<file path="src/rtl/clk_ctrl_pkg.sv">
// Shared types and defaults for the run/halt/step clock-enable controller.
//   state_t   : controller state (running, halted, single-stepping)
//   clamp_div : maps a requested divisor of 0 onto the legal minimum of 1
package clk_ctrl_pkg;

  typedef enum logic [1:0] {
    StRunning  = 2'd0,
    StHalted   = 2'd1,
    StStepping = 2'd2
  } state_t;

  localparam int unsigned DefCntW     = 8;
  localparam int unsigned DefDivRst   = 4;
  localparam bit          DefRunOnRst = 1'b1;

  function automatic int unsigned clamp_div(input int unsigned div);
    return (div == 0) ? 1 : div;
  endfunction

endpackage

</file>
<file path="src/rtl/clk_en_ctr.sv">
// Divide counter for the clock-enable controller.
//   CLK : system clock
//   RST : asynchronous active-high reset
//   clr : hold the counter at 0 (takes priority over en)
//   en  : advance the counter, wrapping to 0 after div-1
//   div : current divisor, always >= 1
//   tc  : terminal count, high while the counter equals div-1
module clk_en_ctr #(
  parameter int unsigned CNT_W = 8
) (
  input  logic             CLK,
  input  logic             RST,
  input  logic             clr,
  input  logic             en,
  input  logic [CNT_W-1:0] div,
  output logic             tc
);

  logic [CNT_W-1:0] ctr_q, ctr_d;

  // div >= 1 always, so div-1 never underflows
  assign tc = (ctr_q == div - CNT_W'(1));

  always_comb begin
    ctr_d = ctr_q;
    if (clr) begin
      ctr_d = '0;
    end else if (en) begin
      ctr_d = tc ? '0 : ctr_q + CNT_W'(1);
    end
  end

  always_ff @(posedge CLK or posedge RST) begin
    if (RST) begin
      ctr_q <= '0;
    end else begin
      ctr_q <= ctr_d;
    end
  end

endmodule

</file>
<file path="src/rtl/clk_ctrl.sv">
// Run/halt/step clock-enable controller. Issues a one-cycle CLK_EN every DIV_CUR
// system clocks; supports debug halt, single-step and runtime divisor changes that
// only take effect on a period boundary (or right away while halted).
//   CLK      : system clock
//   RST      : asynchronous active-high reset
//   DIV_REQ  : one-cycle request to load DIV_VAL (0 is treated as 1)
//   DIV_VAL  : requested divisor
//   DIV_ACK  : one-cycle pulse in the cycle the new divisor is in use
//   DIV_CUR  : divisor currently in use
//   HALT_REQ : level, stop issuing CLK_EN at the next period boundary
//   STEP     : one-cycle pulse, run exactly one period while halted
//   CLK_EN   : clock-enable pulse, driven from flops only
//   HALTED   : high while halted
module clk_ctrl
  import clk_ctrl_pkg::*;
#(
  parameter int unsigned CNT_W      = DefCntW,
  parameter int unsigned DIV_RST    = DefDivRst,
  parameter bit          RUN_ON_RST = DefRunOnRst
) (
  input  logic             CLK,
  input  logic             RST,
  input  logic             DIV_REQ,
  input  logic [CNT_W-1:0] DIV_VAL,
  output logic             DIV_ACK,
  output logic [CNT_W-1:0] DIV_CUR,
  input  logic             HALT_REQ,
  input  logic             STEP,
  output logic             CLK_EN,
  output logic             HALTED
);

  localparam state_t StReset = RUN_ON_RST ? StRunning : StHalted;

  state_t           st_q, st_d;
  logic [CNT_W-1:0] div_cur_q, div_cur_d;
  logic [CNT_W-1:0] div_pend_q, div_pend_d;
  logic             pend_vld_q, pend_vld_d;
  logic             div_ack_q, div_ack_d;

  logic             tc;
  logic             halted_st;
  logic             run_st;
  logic             boundary;
  logic [CNT_W-1:0] div_val_cl;

  assign halted_st  = (st_q == StHalted);
  assign run_st     = !halted_st;
  assign boundary   = run_st && tc;
  assign div_val_cl = CNT_W'(clamp_div(32'(DIV_VAL)));

  clk_en_ctr #(
    .CNT_W(CNT_W)
  ) u_ctr (
    .CLK(CLK),
    .RST(RST),
    .clr(halted_st),
    .en (run_st),
    .div(div_cur_q),
    .tc (tc)
  );

  // State transitions
  always_comb begin
    st_d = st_q;
    unique case (st_q)
      StRunning: begin
        if (boundary && HALT_REQ) st_d = StHalted;
      end
      StHalted: begin
        if (!HALT_REQ) begin
          st_d = StRunning;
        end else if (STEP) begin
          st_d = StStepping;
        end
      end
      StStepping: begin
        if (boundary) st_d = HALT_REQ ? StHalted : StRunning;
      end
      default: st_d = StHalted;
    endcase
  end

  // Divisor update. While halted the counter sits at 0, so a request can be applied
  // straight away; otherwise it waits for the terminal count so no period is cut short.
  always_comb begin
    div_cur_d  = div_cur_q;
    div_pend_d = div_pend_q;
    pend_vld_d = pend_vld_q;
    div_ack_d  = 1'b0;
    if (halted_st && DIV_REQ) begin
      // Newest request wins over anything still pending
      div_cur_d  = div_val_cl;
      pend_vld_d = 1'b0;
      div_ack_d  = 1'b1;
    end else begin
      if (pend_vld_q && (boundary || halted_st)) begin
        div_cur_d  = div_pend_q;
        pend_vld_d = 1'b0;
        div_ack_d  = 1'b1;
      end
      // A request in the apply cycle is kept for the following boundary
      if (DIV_REQ) begin
        div_pend_d = div_val_cl;
        pend_vld_d = 1'b1;
      end
    end
  end

  always_ff @(posedge CLK or posedge RST) begin
    if (RST) begin
      st_q       <= StReset;
      div_cur_q  <= CNT_W'(DIV_RST);
      div_pend_q <= '0;
      pend_vld_q <= 1'b0;
      div_ack_q  <= 1'b0;
    end else begin
      st_q       <= st_d;
      div_cur_q  <= div_cur_d;
      div_pend_q <= div_pend_d;
      pend_vld_q <= pend_vld_d;
      div_ack_q  <= div_ack_d;
    end
  end

  assign CLK_EN  = boundary;
  assign HALTED  = halted_st;
  assign DIV_CUR = div_cur_q;
  assign DIV_ACK = div_ack_q;

endmodule

</file>
<file path="config.mk">
export PLATFORM = sky130hd
export DESIGN_NAME = clk_ctrl
export DESIGN_NICKNAME = d
export VERILOG_FILES = /design/src/rtl/clk_ctrl_pkg.sv /design/src/rtl/clk_en_ctr.sv /design/src/rtl/clk_ctrl.sv
export SDC_FILE = /design/constraint.sdc
export NUM_CORES = 1
export LEC_CHECK = 0
export BUFFER_PORTS_ARGS = -buffer_cell sky130_fd_sc_hd__buf_2
export CORE_AREA = 2 2 76 78
export CTS_CLUSTER_SIZE = 28
export DETAILED_ROUTE_END_ITERATION = 7
export DIE_AREA = 0 0 78 80
export SLEW_MARGIN = 40
export SYNTH_ARGS = -nofsm -noshare
export SYNTH_HDL_FRONTEND = slang
export SYNTH_HIERARCHICAL = 1
export SYNTH_SLANG_ARGS = --single-unit
export TNS_END_PERCENT = 30
</file>
<file path="constraint.sdc">
create_clock -name CLK -period 3.3 [get_ports CLK]
set_clock_uncertainty 0.05 [all_clocks]
set_input_delay 0 -clock CLK [delete_from_list [all_inputs] [get_ports CLK]]
set_output_delay 0 -clock CLK [all_outputs]
set_load 0.01 [all_outputs]
</file>
### Word-level counts from Yosys, hierarchy flattened

Index checks and enable logic that the tools add are counted.

* input bits: 13
* bits in writable memories: 0
* memories: 0
* flip-flop bits (word level): 28
* memory bits (read-only): 0
* bits in latches: 0

* mux-type cells: 16
* eq/ne operators: 6
* shifts and indexed selects: 0
* $lt $le $gt $ge: 0
* add/sub/neg operators: 2
* reductions and logical operators: 12
* multipliers: 0
* bitwise logic cells: 1
* div/mod/pow operators: 0

Operators by type and width (count)
* 2-to-1 mux 8 bit: 5
* adder 8 x 1 -> 8 bit (second input constant): 1
* == test 8 bit: 1
* zero test 8 bit: 1
* 2-to-1 mux 2 bit: 4
* subtractor 8 x 1 -> 8 bit (second input constant): 1
* 2-to-1 mux 1 bit: 6
* case mux 2 bit (3 select lines): 1
* logical AND 1 bit: 4
* != test 2 bit (second input constant): 2
* != test 3 bit (second input constant): 1
* AND reduction 3 bit: 1
* nonzero test 3 bit: 1
* == test 2 x 1 -> 1 bit (second input constant): 1
* == test 2 bit (second input constant): 1
* zero test 2 bit: 1
* AND reduction 2 bit: 1
* nonzero test 2 bit: 1
* zero test 1 bit: 1
* logical OR 1 bit: 1
* inverter 1 bit: 1

### Logic depth before layout (Yosys ltp)

Gate-level depths: netlist of the first run.

* depth in word-level cells: 8
* depth in mapped cells: 12

### Cells and area by module

The synthesis of the first run kept the hierarchy.

By module, submodules not included
* clk_ctrl: cells each 78, area an instance 904.6 µm², seq. area each 501.7 µm², times used 1
* clk_en_ctr: cells each 75, area an instance 691.9 µm², seq. area each 200.2 µm², times used 1

### Worst setup path before layout of the first run

OpenSTA, ideal clock, no wires.

* path type: reg2reg
* start point: reg div_cur_q[0] (netlist: DIV_CUR[0])
* end point: reg div_cur_q[1] (netlist: DIV_CUR[1])
* period minus slack after synthesis: 2789 ps
* cell stages (with the launch flop): 13
* required time: 3177 ps
* data arrival time: 2666 ps
* setup slack: 511 ps
* cell sequence: dfrtp_1 inv_1 ha_1 or3b_1 or4_4 a2111oi_4 nand3_1 inv_1 nand2_1 o21ai_4 buf_6 nor2_2 a21oi_2

* word-level cells in the longest chain between the ends: 6

RTL lines
* start, declared: line clk_ctrl.sv:36 `logic [CNT_W-1:0] div_cur_q, div_cur_d;`
* start signal, assigned: line clk_ctrl.sv:113 `div_cur_q <= CNT_W'(DIV_RST);`
* start signal, assigned: line clk_ctrl.sv:119 `div_cur_q <= div_cur_d;`
* subtractor 8 x 1 -> 8 bit: line clk_en_ctr.sv:22 `assign tc = (ctr_q == div - CNT_W'(1));`
* == test 8 bit: line clk_en_ctr.sv:22
* net tc: line clk_ctrl.sv:41 `logic tc;`
* logical AND 1 bit: line clk_ctrl.sv:49 `assign boundary = run_st && tc;`
* logical OR 1 bit: line clk_ctrl.sv:97 `if (pend_vld_q && (boundary || halted_st)) begin`
* logical AND 1 bit: line clk_ctrl.sv:97
* nonzero test 2 bit (no source line)

The timed path passes the listed nets, and every way through them passes these cells.
A chain may end at the register's enable or synchronous reset.

### Final worst setup path of the first run

* start point: reg div_cur_q[0] (netlist: DIV_CUR[0])
* end point: reg div_cur_q[0] (netlist: DIV_CUR[0])

Same word-level chain as after synthesis.

==> metrics.cfg, run 1 <==
[run_status]
status=finished, final reports clean

[finish]
fin_area_um2=1960
n_antenna_cell=0
area_delta_synth_final_pct=22.7
multiInputGateArea_um2=827
fillers=574
drive_gt1_share_pct=26.5
regArea_um2=702
nets=205
final_util_pct=36.3

[pwr]
p_int_uw=541
pwr-share-clk_pct=40.1
p_leak_uw=0.000922
power_frac_comb_pct=7.3
swShare_pct=20.2
ir_drop_mv=0.159
power.density_nw_per_um2=346
power_frac_seq_pct=52.6
p_sw_uw=137

[clock_tree]
clk_latency_ns=0.27
htreeDepth=1
numCtsBuffers=3
root_buffer=clkbuf_8
tritoncts=yes
cts.sinks=28
clk_pin_slew_worst_paths_ns=0.09
cts_buffer_depth=2
cts_setup_buffers=0

[worst_setup_path]
cp_slowest_cell=or4_4
max_stage_delay_ns=0.50
crit_path_end_kind=flop
required_ns=3.38
path_cells=inv_1 > ha_1 > or3b_1 > or4_4 > a2111oi_4 > nand3_1 > inv_1 > nand2_1 > o21ai_4 > o221ai_1
cp.arrival_ns=3.08
setup.worst_path.class=reg2reg
cp-start-kind=flop
cpMostUsedCell=inv_1
crit_fanout=16

[drt]
drtIter0Drc=62
drc=0
drt_first_pass_iters=4
avgViaCountPerCell=4.74
vias=1237
drtAntennaViolNets=0
wirelength_um=3340
wl_per_cell_um=12.8

[logic_synthesis]
synth_top_family_by_area=simple AND/OR/NAND/NOR gates
synth_most_common_cell=dfrtp_1
synth_compound_area_share_pct=15.9
synth_top_cell_by_area=dfrtp_1
synth_area_per_cell_um2=10.4
syn_nets=168
synth_xor_xnor_area_share_pct=5.49
yosys-top-cells-area=dfrtp_1, mux2i_1, mux2_2
synth-edff-count=0
syn-cell-area_um2=1600
synth_commonest_cells=dfrtp_1, a21oi_1, nor2_1, mux2i_1
synth_top_cell_area_share_pct=42.3
synthMuxAreaShare_pct=10.6
synth_cell_types=43
yosysSeqAreaShare_pct=44.0
synth_ff_type=dfrtp_1
synth_seq_cells=28
ys_async_sr_fraction_pct=100
ys_warn_count=6
syn-instance-count=153
synth_adder_area_share_pct=1.57
synthSimpleGateAreaFrac_pct=18.3

[min_path]
min_path_type=in2reg

[timing]
period_share_pct=90.9
rsz0062_at_grt=no
worst_pin_slew_ns=0.760
max_freq_mhz=333
slew_violations=0
fin_tns_setup_ns=0
period_needed_ns=3.00
hold_violations=0
slew_headroom_pct=49.3
setup_viol=0

[floorplanning]
ios=24
start_util_pct=29.5
rows=27
dieHeight_um=80
die_w_um=78
die_area_um2=6240
coreArea_um2=5410

[global_route]
grt_overflow_total=0
grt_pass1_wl_um=5750
grt_pass1_vias=1219
grt_usage_pct=11.6
grt_max_degree=21
antenna_found_initial=0

[job]
cap_violations=0

[placement]
placed_cell_area_um2=1770
portBuffers=23
gp_congestion=0.711
place_hpwl_um=2430

## power groups by stage
stage,logic [uW],clock network (uW),registers [uW]
after floorplan,23.1,0,363
after global placement,39.9,0,363
final,49.2,272,357
after global routing,55.2,296,358
after CTS,50.2,283,357
after detailed placement,40.2,0,364
## final cells by class
| class | count | area share [%] |
|---|---|---|
| clock buffer | 3 | 2.11 |
| clock inverter | 1 | 1.53 |
| inverter | 9 | 1.72 |
| multi-input combinational | 113 | 42.2 |
| sequential | 28 | 35.8 |
| tap | 72 | 4.60 |
| timing repair buffer | 35 | 12.0 |
## state kept, by name, indices dropped and copies added (netlist names)
name,cells
DIV_CUR,8
st_q,2
DIV_ACK,1
u_ctr/ctr_q,8
div_pend_q,8
pend_vld_q,1
## worst paths after layout
check	depth (start not counted)	slack, ns	endpoint	start
worst max-delay path	10	0.30	DIV_CUR[0]$_DFFE_PP0P_	DIV_CUR[0]$_DFFE_PP0P_
worst min-delay path	4	0.12	DIV_CUR[0]$_DFFE_PP0P_	DIV_REQ
worst max register to register	10	0.30	DIV_CUR[0]$_DFFE_PP0P_	DIV_CUR[0]$_DFFE_PP0P_
worst min register to register	2	0.44	div_pend_q[0]$_DFFE_PP0P_	div_pend_q[0]$_DFFE_PP0P_
max in group asynchronous	3	2.64	DIV_CUR[2]$_DFFE_PP1P_	RST
min in group asynchronous	3	0.18	u_ctr/ctr_q[1]$_DFFE_PP0P_	RST
## cell usage in the layout (no fill, tap or decap), types with 2 or more instances in the layout
cell / synthesis / final
dfrtp_1: 27 / 27
buf_2: 0 / 23
a21oi_1: 15 / 15
dlygate4sd3_1: 0 / 12
nor2_1: 11 / 11
mux2i_1: 9 / 9
xnor2_1: 8 / 8
mux2_2: 7 / 7
inv_1: 8 / 7
nand2_1: 5 / 5
o21ai_0: 5 / 5
nor2b_1: 5 / 5
nand2b_1: 4 / 4
nand3_1: 4 / 4
nor4_1: 3 / 3
clkbuf_8: 0 / 3
and3_1: 3 / 3
nor3_1: 2 / 2
inv_2: 1 / 2
nor2_2: 2 / 2
a21oi_2: 2 / 2
or4_4: 2 / 2
xor2_1: 2 / 2
nand4_1: 2 / 2
a22o_1: 2 / 2
ha_1: 2 / 2
## worst max-delay path, delay by kind of cell, from the launching register on
family                     cells  cell delay (ns)
and+or+nand+nor                4             1.13
AOI/OAI and AO/OA              3             0.78
DFF                            1             0.46
buffers and inverters          2             0.23
adders and majority gates      1             0.21
## what timing repair did
action | 4_1_cts | 5_1_grt
endpoints found under the hold margin | 37 | 0
hold buffers | 12 | 0
resized for setup | 0 | 0
## metrics by stage
stage / power [uW] / setup slack (ns) / hold WS [ns] / cells
after floorplan: 386 / 0.511 / -0.234 / 153
after global placement: 403 / 0.401 / -0.0685 / 245
after detailed placement: 404 / 0.312 / -0.0677 / 245
after CTS: 690 / 0.291 / 0.114 / 261
after global routing: 709 / 0.129 / 0.147 / 261
final: 678 / 0.301 / 0.117 / 261
## cells by family after synthesis
| kind of cell | count (synthesis) |
|---|---|
| AND/OR/NAND/NOR | 51 |
| XOR/XNOR | 10 |
| buffers and inverters | 12 |
| AO/OA/AOI/OAI | 34 |
| adder cells (fa/ha/maj) | 2 |
| flip-flops | 28 |
| multiplexers | 16 |
## metal layers
| metal | track usage [%] | routed length, um | vias up |
|---|---|---|---|
| met5 | 0 | 0 | - |
| met4 | 2.63 | 15 | 0 |
| li1 | - | - | 618 |
| met1 | 16.3 | 1710 | 592 |
| met3 | 2.04 | 118 | 2 |
| met2 | 18.5 | 1500 | 25 |
(Power assumes the default switching activity.)
==> run 2, diff against run 1 <==
- CTS_BUF_LIST: not set -> sky130_fd_sc_hd__clkbuf_4 sky130_fd_sc_hd__clkbuf_8
- GPL_TIMING_DRIVEN: not set -> 0
==> metrics.cfg, run 2 (synthesis results as in run 1) <==
[global_route]
grt_usage_pct=11.8  ; +0.19 points
grt_pass1_wl_um=5870  ; +1.9%
antenna_found_initial=0  ; unchanged
grt_pass1_vias=1197  ; -1.8%
grt_max_degree=21  ; unchanged
grt_overflow_total=0  ; unchanged

[timing]
hold_violations=0  ; unchanged
fin_tns_setup_ns=0  ; unchanged
rsz0062_at_grt=no
slew_headroom_pct=66.6  ; +17 points
max_freq_mhz=327  ; -1.9%
period_share_pct=92.6  ; +1.7 points
hold_slack_ns=0.102  ; -0.0155 ns
slew_violations=0  ; unchanged
worst_pin_slew_ns=0.497  ; -0.263 ns
period_needed_ns=3.06  ; +0.0576 ns
setup_ws_ns=0.243  ; -0.0576 ns
setup_viol=0  ; unchanged

[drt]
wl_met1_um=1790  ; +5.2%
vias=1223  ; -1.1%
route.top_layer_used=met4
wirelength_um=3400  ; +1.9%
drt_first_pass_iters=4  ; unchanged
avgViaCountPerCell=4.65  ; -1.9%
wl_per_cell_um=12.9  ; +1.1%
drtAntennaViolNets=0  ; unchanged
drtIter0Drc=48  ; -23%
wl_met3_um=79  ; -33%
wl_met2_um=1500  ; +0.40%
drc=0  ; unchanged

[clock_tree]
root_buffer=clkbuf_8
tritoncts=yes
numCtsBuffers=3  ; unchanged
htreeDepth=1  ; unchanged
cts.sinks=28  ; unchanged
clk_latency_ns=0.27  ; about the same
cts_buffer_depth=2  ; unchanged
clk_pin_slew_worst_paths_ns=0.10  ; about the same
cts_setup_buffers=0  ; unchanged

[floorplanning]
die_w_um=78  ; unchanged
dieHeight_um=80  ; unchanged
ios=24  ; unchanged
start_util_pct=29.5  ; unchanged
die_area_um2=6240  ; unchanged
coreArea_um2=5410  ; unchanged
rows=27  ; unchanged

[pwr]
p_leak_uw=0.000939  ; +1.8%
ir_drop_mv=0.206  ; +30%
p_int_uw=541  ; about the same
power_frac_comb_pct=7.2  ; about the same
p_sw_uw=139  ; +0.96%
total_power_uw=679  ; +0.20%
power_frac_seq_pct=52.5  ; about the same
swShare_pct=20.4  ; +0.15 points
power.density_nw_per_um2=343  ; -1.0%
pwr-share-clk_pct=40.2  ; about the same

[min_path]
min_path_cells=4  ; unchanged
min_path_type=in2reg
min_to=DIV_CUR[0]$_DFFE_PP0P_
min_from=DIV_REQ

[worst_setup_path]
cp_top_family=simple AND/OR/NAND/NOR gates
r2r_cells=12  ; +2
cp-start-kind=flop
r2r-start=DIV_CUR[0]$_DFFE_PP0P_
path_cells=inv_1 > ha_1 > or3b_1 > or4_4 > a2111oi_4 > nand3_1 > inv_1 > nand2_1 > o21ai_4 > buf_6 > nor2_2 > a21oi_2
max_stage_delay_ns=0.50  ; about the same
r2r-end=DIV_CUR[2]$_DFFE_PP1P_
crit_fanout=10  ; -6
cp.depth=12  ; +2
cp_num_buf_inv=3  ; +1
setup.worst_path.class=reg2reg
cpMostUsedCell=inv_1
cp_slowest_cell=or4_4
crit_path_end_kind=flop
required_ns=3.47  ; +0.09 ns
cp.arrival_ns=3.23  ; +0.15 ns
rrSetupSlack_ns=0.24  ; -0.06 ns

[finish]
drive_gt1_share_pct=27.7  ; +1.3 points
n_antenna_cell=0  ; unchanged
final_util_pct=36.7  ; +0.44 points
most-common-layout-cells=dfrtp_1, buf_2, a21oi_1
fillers=564  ; -1.7%
final_common_cell=dfrtp_1
area_delta_synth_final_pct=24.2
nets=207  ; +0.98%

[placement]
place_hpwl_um=2460  ; +1.1%
gp_congestion=0.742  ; +4.4%
portBuffers=23  ; unchanged
post-place-ws_ns=0.272  ; -0.0400 ns

[run_status]
status=finished, final reports clean

[job]
cap_violations=0  ; unchanged

[run 2: worst min-delay path, cell delays in order]
cell	delay [ns]
buf_2	0.13
nor2_1	0.10
o211ai_1	0.08
o221ai_1	0.07
[run 2: routing by layer]
metal / GRT usage (%) / vias up
li1: - / 621
met4: 3.68 / 0
met2: 18.2 / 17
met5: 0 / -
met1: 17.0 / 583
met3: 1.58 / 2
[run 2: worst max-delay path by stage]
stage	slack [ns]	to	start
after global placement	0.31	DIV_CUR[2]$_DFFE_PP1P_	DIV_CUR[0]$_DFFE_PP0P_
after global routing	0.06	DIV_CUR[5]$_DFFE_PP0P_	DIV_CUR[0]$_DFFE_PP0P_
after floorplan	0.51	DIV_CUR[1]$_DFFE_PP0P_	DIV_CUR[0]$_DFFE_PP0P_
after detailed placement	0.27	DIV_CUR[1]$_DFFE_PP0P_	DIV_CUR[0]$_DFFE_PP0P_
final	0.24	DIV_CUR[2]$_DFFE_PP1P_	DIV_CUR[0]$_DFFE_PP0P_
after CTS	0.24	DIV_CUR[1]$_DFFE_PP0P_	DIV_CUR[0]$_DFFE_PP0P_
[run 2: power groups by stage]
stage / logic (uW) / clock network, uW / registers, uW
after floorplan: 23.1 / 0 / 363
after global placement: 39.3 / 0 / 363
after detailed placement: 39.7 / 0 / 364
after CTS: 49.8 / 283 / 357
after global routing: 55.7 / 292 / 358
final: 49.2 / 273 / 357
[run 2: final cells by class]
| type | instances | area, um2 | share of cell area (%) |
|---|---|---|---|
| multi-input cells | 113 | 827 | 41.7 |
| flip-flops and latches | 28 | 702 | 35.4 |
| repair buffers | 34 | 225 | 11.4 |
| well taps | 72 | 90.1 | 4.54 |
| clock buffers | 3 | 41.3 | 2.08 |
| plain buffers | 3 | 33.8 | 1.70 |
| inverters | 9 | 33.8 | 1.70 |
| clock inverters | 1 | 30.0 | 1.51 |
[run 2: stage by stage]
stage	cells	instance area, um2
after floorplan	153	1600
after global placement	248	1800
after detailed placement	248	1800
after CTS	263	1980
after global routing	263	1980
final	263	1980
[run 2: timing repair]
item                                    4_1_cts  5_1_grt
hold buffers                                 11        0
resized for setup                             0        0
endpoints found under the setup margin        0        0
hold endpoints to repair                     38        0
==> run 3, diff against run 2 <==
- clock period: 3.3 -> 2.7 ns (I/O delays scaled with it)
==> metrics.cfg, run 3 (synthesis results as in run 1) <==
[finish]
area_delta_synth_final_pct=32.6
fillers=572  ; +1.4%
most-common-layout-cells=dfrtp_1, buf_2, dlygate4sd3_1
nets=217  ; +4.8%
final_util_pct=39.2  ; +2.5 points
final_common_cell=dfrtp_1
regArea_um2=704  ; +0.36%
n_antenna_cell=0  ; unchanged
drive_gt1_share_pct=38.3  ; +11 points
multiInputGateArea_um2=896  ; +8.3%
fin_area_um2=2120  ; +6.8%

[worst_setup_path]
r2r_cells=9  ; -3
r2r-end=u_ctr/ctr_q[1]$_DFFE_PP0P_
path_cells=inv_2 > ha_4 > or3b_4 > or4_4 > a2111oi_4 > buf_4 > a311oi_4 > buf_6 > a22o_1
max_stage_delay_ns=0.43  ; -0.07 ns
cp_slowest_cell=or4_4
rrSetupSlack_ns=0.08  ; -0.17 ns
crit_fanout=5  ; -5
crit_path_end_kind=flop
cp-start-kind=flop
required_ns=2.83  ; -0.64 ns
r2r-start=DIV_CUR[1]$_DFFE_PP0P_
cp.arrival_ns=2.75  ; -0.48 ns
setup.worst_path.class=reg2reg

[floorplanning]
rows=27  ; unchanged
die_area_um2=6240  ; unchanged
coreArea_um2=5410  ; unchanged
die_w_um=78  ; unchanged
dieHeight_um=80  ; unchanged
ios=24  ; unchanged
start_util_pct=29.5  ; unchanged

[drt]
drt_first_pass_iters=4  ; unchanged
route.top_layer_used=met4
avgViaCountPerCell=4.71  ; +1.2%
wl_met3_um=99  ; +25%
vias=1285  ; +5.1%
drtIter0Drc=27  ; -44%
wl_per_cell_um=13.0  ; +0.87%
drc=0  ; unchanged
wl_met2_um=1660  ; +10%
wirelength_um=3560  ; +4.7%
drtAntennaViolNets=0  ; unchanged
wl_met1_um=1780  ; -0.95%

[timing]
period_share_pct=97.1  ; +4.5 points
slew_headroom_pct=66.7  ; +0.19 points
period_needed_ns=2.62  ; -0.435 ns
fin_tns_setup_ns=0  ; unchanged
slew_violations=0  ; unchanged
hold_violations=0  ; unchanged
setup_viol=0  ; unchanged
rsz0062_at_grt=yes
max_freq_mhz=381  ; +17%
worst_pin_slew_ns=0.497  ; -0.000120 ns

[clock_tree]
clk_latency_ns=0.28  ; about the same
clk_pin_slew_worst_paths_ns=0.10  ; about the same
cts.sinks=28  ; unchanged
numCtsBuffers=3  ; unchanged
cts_buffer_depth=2  ; unchanged
tritoncts=yes
htreeDepth=1  ; unchanged
root_buffer=clkbuf_8

[min_path]
min_from=DIV_REQ
min_path_cells=3  ; -1
min_path_type=in2reg
min_to=pend_vld_q$_DFFE_PP0P_

[pwr]
p_leak_uw=0.000975  ; +3.8%
pwr-share-clk_pct=33.1  ; -7.1 points
power_frac_seq_pct=58.8  ; +6.3 points
p_sw_uw=163  ; +18%
total_power_uw=742  ; +9.2%
ir_drop_mv=0.251  ; +22%
swShare_pct=22.0  ; +1.6 points
power_frac_comb_pct=8.1  ; +0.9 points
power.density_nw_per_um2=350  ; +2.3%
p_int_uw=578  ; +6.9%

[placement]
gp_congestion=0.725  ; -2.3%
placed_cell_area_um2=1810  ; +0.28%
place_hpwl_um=2470  ; +0.39%
portBuffers=23  ; unchanged

[job]
cap_violations=0  ; unchanged

[global_route]
antenna_found_initial=0  ; unchanged
grt_overflow_total=0  ; unchanged
grt_usage_pct=11.6  ; -0.13 points
grt_max_degree=21  ; unchanged
grt_pass1_wl_um=5850  ; -0.24%
grt_pass1_vias=1238  ; +3.4%

[run_status]
status=finished, final reports clean

==> run 3: power by group through the flow <==
stage          combinational [uW]  sequential (uW)  clock [uW]
6_report                     60.1              436         246
5_1_grt                      67.0              438         264
4_1_cts                      60.2              436         254
3_5_place_dp                 48.0              444           0
3_3_place_gp                 47.5              444           0
2_1_floorplan                28.2              443           0
==> run 3: metal layers <==
metal  global-route usage, %  up-vias
met5                       0        -
met4                    3.16        0
met3                    1.70        4
met2                    19.1       19
met1                    16.0      616
li1                        -      646
==> run 3: layout make-up <==
cell class	instances	share of cell area, %
well taps	72	4.26
clock buffers	4	2.30
plain buffers	3	1.60
multi-input cells	113	42.3
inverters	9	1.60
flip-flops and latches	28	33.3
repair buffers	44	14.7
==> run 3: critical path: cells and delay by family (launching register included) <==
family | cells | cell delay (ns)
AO/OA/AOI/OAI | 3 | 0.70
adder cells (fa/ha/maj) | 1 | 0.13
buffers and inverters | 3 | 0.43
flip-flops | 1 | 0.42
AND/OR/NAND/NOR | 2 | 0.80
==> run 3: worst max-delay path by stage <==
stage                      startpoint  cells after the start  slack [ns]                    endpoint
5_1_grt        DIV_CUR[1]$_DFFE_PP0P_                      9       -0.03                      CLK_EN
4_1_cts        DIV_CUR[1]$_DFFE_PP0P_                      9       0.004  u_ctr/ctr_q[6]$_DFFE_PP0P_
3_5_place_dp   DIV_CUR[0]$_DFFE_PP0P_                     12       -0.19      DIV_CUR[2]$_DFFE_PP1P_
3_3_place_gp   DIV_CUR[0]$_DFFE_PP0P_                     12       -0.17      DIV_CUR[1]$_DFFE_PP0P_
2_1_floorplan  DIV_CUR[0]$_DFFE_PP0P_                     12       0.005      DIV_CUR[1]$_DFFE_PP0P_
6_report       DIV_CUR[1]$_DFFE_PP0P_                      9        0.08  u_ctr/ctr_q[1]$_DFFE_PP0P_
==> run 3: repair_timing <==
action | in CTS | in global routing
buffers inserted | 7 | 0
cloned | 2 | 0
resized for setup | 7 | 11
endpoints found under the setup margin | 17 | 16
pin swaps | 4 | 4
hold endpoints to repair | 38 | 0
hold buffers | 12 | 0
==> run 3: per-stage QoR <==
step	hold slack, ns	std cells	setup WS [ns]
3_5_place_dp	-0.0698	248	-0.192
4_1_cts	0.0994	273	0.00351
3_3_place_gp	-0.0758	248	-0.172
6_report	0.0973	273	0.0779
5_1_grt	0.115	273	-0.0292
2_1_floorplan	-0.234	153	0.00522
